==> src/rtl/readout_sequencer.sv <==
`default_nettype none
// ============================================================================
// Module  : readout_sequencer
// Brief   : Walks the pixel array row by row and column by column, waits for
//           the select lines to settle, then streams each pixel over valid/ready.
// Revision: 1.0
// ============================================================================
module readout_sequencer #(
    parameter int PIXEL_ARRAY_HEIGHT = 2,
    parameter int PIXEL_ARRAY_WIDTH  = 2,
    parameter int PIXEL_BITS         = 8,
    parameter int COL_BITS           = 1,
    parameter int ROW_SETTLE         = 5,
    parameter int COL_SETTLE         = 1,
    parameter int SETTLE_BITS        = 8
) (
    input  logic                          clk,
    input  logic                          reset,
    input  logic                          start,
    input  logic                          abort,
    output logic                          busy,
    output logic                          done,
    output logic [PIXEL_ARRAY_HEIGHT-1:0] p_row_select,
    output logic [COL_BITS-1:0]           p_col_index,
    input  logic [PIXEL_BITS-1:0]         p_pixel_data,
    output logic [PIXEL_BITS-1:0]         out_data,
    output logic                          out_valid,
    input  logic                          out_ready,
    output logic                          out_sof,
    output logic                          out_eol,
    output logic                          out_eof
);

    localparam int ROW_BITS = (PIXEL_ARRAY_HEIGHT > 1) ? $clog2(PIXEL_ARRAY_HEIGHT) : 1;

    localparam logic [ROW_BITS-1:0]           c_LAST_ROW = ROW_BITS'(PIXEL_ARRAY_HEIGHT - 1);
    localparam logic [COL_BITS-1:0]           c_LAST_COL = COL_BITS'(PIXEL_ARRAY_WIDTH - 1);
    localparam logic [SETTLE_BITS-1:0]        c_ROW_TGT  = SETTLE_BITS'(ROW_SETTLE - 1);
    localparam logic [SETTLE_BITS-1:0]        c_COL_TGT  = SETTLE_BITS'(COL_SETTLE - 1);
    localparam logic [PIXEL_ARRAY_HEIGHT-1:0] c_ROW0_SEL = PIXEL_ARRAY_HEIGHT'(1);

    typedef enum logic [1:0] {
        S_IDLE   = 2'd0,
        S_SETTLE = 2'd1,
        S_SAMPLE = 2'd2,
        S_OUTPUT = 2'd3
    } state_t;

    state_t                          state_q, state_d;
    logic [ROW_BITS-1:0]             row_q, row_d;
    logic [COL_BITS-1:0]             col_q, col_d;
    logic [SETTLE_BITS-1:0]          cnt_q, cnt_d;
    // Holds the settle length minus one, so the compare needs no subtractor
    logic [SETTLE_BITS-1:0]          tgt_q, tgt_d;
    logic [PIXEL_ARRAY_HEIGHT-1:0]   row_sel_q, row_sel_d;
    logic [PIXEL_BITS-1:0]           data_q, data_d;
    logic                            valid_q, valid_d;
    logic                            sof_q, sof_d;
    logic                            eol_q, eol_d;
    logic                            eof_q, eof_d;
    logic                            done_q, done_d;

    logic                            w_last_row;
    logic                            w_last_col;

    assign w_last_row = (row_q == c_LAST_ROW);
    assign w_last_col = (col_q == c_LAST_COL);

    always_comb begin
        state_d   = state_q;
        row_d     = row_q;
        col_d     = col_q;
        cnt_d     = cnt_q;
        tgt_d     = tgt_q;
        row_sel_d = row_sel_q;
        data_d    = data_q;
        valid_d   = valid_q;
        sof_d     = sof_q;
        eol_d     = eol_q;
        eof_d     = eof_q;
        done_d    = 1'b0;

        case (state_q)
            S_IDLE: begin
                if (start && !abort) begin
                    state_d   = S_SETTLE;
                    row_d     = '0;
                    col_d     = '0;
                    cnt_d     = '0;
                    tgt_d     = c_ROW_TGT;
                    row_sel_d = c_ROW0_SEL;
                end
            end
            S_SETTLE: begin
                if (cnt_q == tgt_q) begin
                    state_d = S_SAMPLE;
                    cnt_d   = '0;
                end else begin
                    cnt_d = cnt_q + SETTLE_BITS'(1);
                end
            end
            S_SAMPLE: begin
                state_d = S_OUTPUT;
                data_d  = p_pixel_data;
                valid_d = 1'b1;
                sof_d   = (row_q == '0) && (col_q == '0);
                eol_d   = w_last_col;
                eof_d   = w_last_col && w_last_row;
            end
            S_OUTPUT: begin
                if (out_ready) begin
                    valid_d = 1'b0;
                    sof_d   = 1'b0;
                    eol_d   = 1'b0;
                    eof_d   = 1'b0;
                    cnt_d   = '0;
                    if (w_last_col && w_last_row) begin
                        state_d   = S_IDLE;
                        done_d    = 1'b1;
                        row_d     = '0;
                        col_d     = '0;
                        row_sel_d = '0;
                    end else if (w_last_col) begin
                        state_d   = S_SETTLE;
                        row_d     = row_q + ROW_BITS'(1);
                        col_d     = '0;
                        row_sel_d = row_sel_q << 1;
                        tgt_d     = c_ROW_TGT;
                    end else begin
                        state_d = S_SETTLE;
                        col_d   = col_q + COL_BITS'(1);
                        tgt_d   = c_COL_TGT;
                    end
                end
            end
            default: state_d = S_IDLE;
        endcase

        // Abort overrides everything above and drops valid without a handshake
        if (abort && (state_q != S_IDLE)) begin
            state_d   = S_IDLE;
            row_d     = '0;
            col_d     = '0;
            cnt_d     = '0;
            tgt_d     = '0;
            row_sel_d = '0;
            data_d    = '0;
            valid_d   = 1'b0;
            sof_d     = 1'b0;
            eol_d     = 1'b0;
            eof_d     = 1'b0;
            done_d    = 1'b0;
        end
    end

    always_ff @(posedge clk or negedge reset) begin
        if (!reset) begin
            state_q   <= S_IDLE;
            row_q     <= '0;
            col_q     <= '0;
            cnt_q     <= '0;
            tgt_q     <= '0;
            row_sel_q <= '0;
            data_q    <= '0;
            valid_q   <= 1'b0;
            sof_q     <= 1'b0;
            eol_q     <= 1'b0;
            eof_q     <= 1'b0;
            done_q    <= 1'b0;
        end else begin
            state_q   <= state_d;
            row_q     <= row_d;
            col_q     <= col_d;
            cnt_q     <= cnt_d;
            tgt_q     <= tgt_d;
            row_sel_q <= row_sel_d;
            data_q    <= data_d;
            valid_q   <= valid_d;
            sof_q     <= sof_d;
            eol_q     <= eol_d;
            eof_q     <= eof_d;
            done_q    <= done_d;
        end
    end

    assign busy         = (state_q != S_IDLE);
    assign done         = done_q;
    assign p_row_select = row_sel_q;
    assign p_col_index  = col_q;
    assign out_data     = data_q;
    assign out_valid    = valid_q;
    assign out_sof      = sof_q;
    assign out_eol      = eol_q;
    assign out_eof      = eof_q;

endmodule
`default_nettype wire

==> config.mk <==
export PLATFORM = sky130hd
export DESIGN_NAME = readout_sequencer
export DESIGN_NICKNAME = d
export VERILOG_FILES = /design/src/rtl/readout_sequencer.sv
export SDC_FILE = /design/constraint.sdc
export NUM_CORES = 1
export LEC_CHECK = 0
export ABC_AREA = 1
export CAP_MARGIN = 20
export CORE_UTILIZATION = 55
export DETAILED_ROUTE_END_ITERATION = 10
export GPL_TIMING_DRIVEN = 1
export HOLD_SLACK_MARGIN = 0.03
export PLACE_DENSITY = 0.84
export SLEW_MARGIN = 40
export SYNTH_ARGS = -nofsm -noshare
export SYNTH_HDL_FRONTEND = slang
export SYNTH_SLANG_ARGS = --single-unit
==> constraint.sdc <==
create_clock -name clk -period 3.6 [get_ports clk]
set_clock_uncertainty 0.15 [all_clocks]
set_input_delay 0.72 -clock clk [delete_from_list [all_inputs] [get_ports clk]]
set_output_delay 0.72 -clock clk [all_outputs]
set_load 0.02 [all_outputs]
==> impl_results.md <==
- Lkg Pwr: between 0.0009 and 0.001 uW
- Hold Path Class: flip-flop to flip-flop
- Tmin final: 2720 ps
- Total die area: 3010 um2
- Detailed Route Iter0 Violations: 34
- DPL Wire Length: 2580 um
- Vias in the first global route: between 1k and 1.5k
- Unique cell type count in the Yosys netlist: 23
- Port Buffer Count: 29
- Syn nets: approximately 220
- Die height: ~55 um
- CTS sink count: 28
- Root buffer cell: clkbuf_4
- Mean number of vias per cell: between 5 and 6
- Initial Util: 0.599
- Drt wl/cell: 12.7 um
- Clk_lat worst skew: around 320 ps
- CTS-repair resized insts: 0
- Dpl cell area: about 1900 um2
- FILL cells: between 200 and 250
- Run status: finished, final reports clean
- Cell Pwr Density: about 740 nW/um2
- Initial antenna violation count: 0
- DRT antenna net count: 0
- Worst Tran Pin Value: 344 ps
- Setup repair bufs after CTS: 0
- Hold_buf cts: 0
- Max FO, Critical Path: 6
- CP Launch Type: flip-flop
- Core box area: 2570 um2
- Relative slew slack: 0.771
- Critical path class: flip-flop to output pin
- Fin area: about 1900 um2
- Ys Warns: 0
- Register area: between 700 and 800 um2
- Maxcap violations: 0
- Synthesized area per cell: 7.73 um2
- Worst hold slack: ~370 ps
- Slew Viols, Final: 0
- Synth area leaders: dfrtp_1, nand2_1, nand3_1
- Area Overhead vs Synth: 23.2%
- Gpl congestion: 0.873
- Synth Cell Area: between 1500 and 2000 um2
- Most frequent cell after synthesis: nand2_1
- Setup-failing EPs final: 0
- Sequential area share after synthesis: 0.456
- Final setup TNS: 0 ps
- Final period util: 0.755
- Ant. Diodes: 0
- Worst path required time: between 2000 and 3000 ps
- Overflow left after global routing: 0
- Overall routing resource usage: 0.253
- CTS tree: yes
- Layout cell share with drive strength beyond 1: 0.0866
- DRC: 0
- Multi-input logic area: 707 um2
- Clk slew on worst S/H paths: 150 ps
- Die width: ~55 um
- DRT Wirelength: approximately 3300 um
- Post-synth ARST share: 1.00
- Element type at the critical path end: output pin
- First-pass GRT wire length: about 5500 um
- DRT Pass-1 Iters: 4
- CTS buffer count: 3
- Yosys reg bits: 28
- I/O Pins: 30
- Endpoints failing hold: 0
- RSZ-0062 raised after global routing: false
- Row cnt: 18
- Largest net degree at the start of global routing: 29
- Vias: 1404
- Synth top cells by count: nand2_1, dfrtp_1, inv_1, nor2_1, nand3_1
- Synth top area share: 0.456
- Clock Path Buffers: 2
- Data arrival, critical path: 1850 ps
- Peak Freq: ~0.37 GHz
- Yosys top cell by area: dfrtp_1
- VDD IR max: roughly 0.56 mV
- Synthesized instance count: between 150 and 200
- Synth Flop Type: dfrtp_1
- Total number of H-tree levels: 1
- Post-layout net count: roughly 250
- Post-synth EDFFs: 0
## routing by layer
| metal | part of all wire | vias to the layer above | routed length, um | GRT usage |
|---|---|---|---|---|
| met2 | 0.49 | 46 | 1600 | 0.438 |
| met3 | 0.072 | 6 | 238 | 0.0417 |
| met5 | 0 | - | 0 | 0 |
| met1 | 0.43 | 661 | 1420 | 0.309 |
| li1 | - | 691 | - | - |
| met4 | 0.014 | 0 | 46 | 0.103 |
## critical path: stages, from the launching register on
cell             delay [ps]
dfrtp_1                 470
inv_1                   120
ha_1                    230
inv_1                    80
clkdlybuf4s50_1         610
## flip-flops by register name, summed over array words and instances (netlist names)
signal	count
tgt_q	1
p_row_select	2
out_eof	1
out_data	8
out_eol	1
state_q	2
out_sof	1
out_valid	1
cnt_q	8
done	1
p_col_index	1
row_q	1
## metrics by stage
step	instances	utilization	power (uW)	worst slack, ps
after global routing	261	0.738	1520	816
after global placement	257	0.724	1220	1250
after detailed placement	257	0.724	1260	1170
after floorplan	199	-	994	1760
final	261	0.738	1410	881
after CTS	261	0.738	1410	864
## report_power, final
part           internal [uW]  total (uW)  switching [uW]
combinational            294         777             483
sequential               411         478            66.9
clock                   61.9         155            93.0
total                    767        1410             643
## cells by family (layout without fill, tap and decap cells)
group           count (synthesis)  after routing  share of synthesized area
compound gates                 17             17                     0.0602
xor+xnor                        1              1                    0.00570
fa+ha+maj                       6              6                     0.0488
buf+inv                        32             64                     0.0846
flops                          28             28                      0.456
simple gates                  115            115                      0.345
## placed cells by master, fill, tap and decap left out, types with 2 or more instances in the layout
master,synthesis,layout
clkdlybuf4s50_1,0,29
inv_1,27,27
o21ai_1,2,2
nand3_2,4,4
dfrtp_1,28,28
nand2_1,55,55
o21ai_0,9,9
nor2_1,22,22
clkbuf_4,0,3
nand4_1,4,4
nand2_2,5,5
inv_2,2,2
ha_1,6,6
nand3_1,21,21
o22ai_1,4,4
## worst paths after layout
kind | start | endpoint | slack (ps) | cells past startpoint
max | state_q[0]$_DFFE_PN0P_ | busy | 880 | 4
min | p_row_select[1]$_DFFE_PN0P_ | p_row_select[1]$_DFFE_PN0P_ | 370 | 2
max reg2reg | state_q[0]$_DFFE_PN0P_ | row_q$_DFFE_PN0P_ | 1560 | 11
min reg2reg | p_row_select[1]$_DFFE_PN0P_ | p_row_select[1]$_DFFE_PN0P_ | 370 | 2
max in group asynchronous | reset | cnt_q[6]$_DFFE_PN0P_ | 2450 | 2
min in group asynchronous | reset | p_row_select[0]$_DFFE_PN0P_ | 600 | 2
## layout make-up
| type | instances | share of cell area |
|---|---|---|
| Clock buffer | 4 | 0.0192 |
| Tap cell | 30 | 0.0198 |
| Inverter | 30 | 0.0608 |
| Sequential cell | 28 | 0.370 |
| Multi-Input combinational cell | 139 | 0.373 |
| Timing Repair Buffer | 30 | 0.157 |
(Power assumes the default switching activity.)
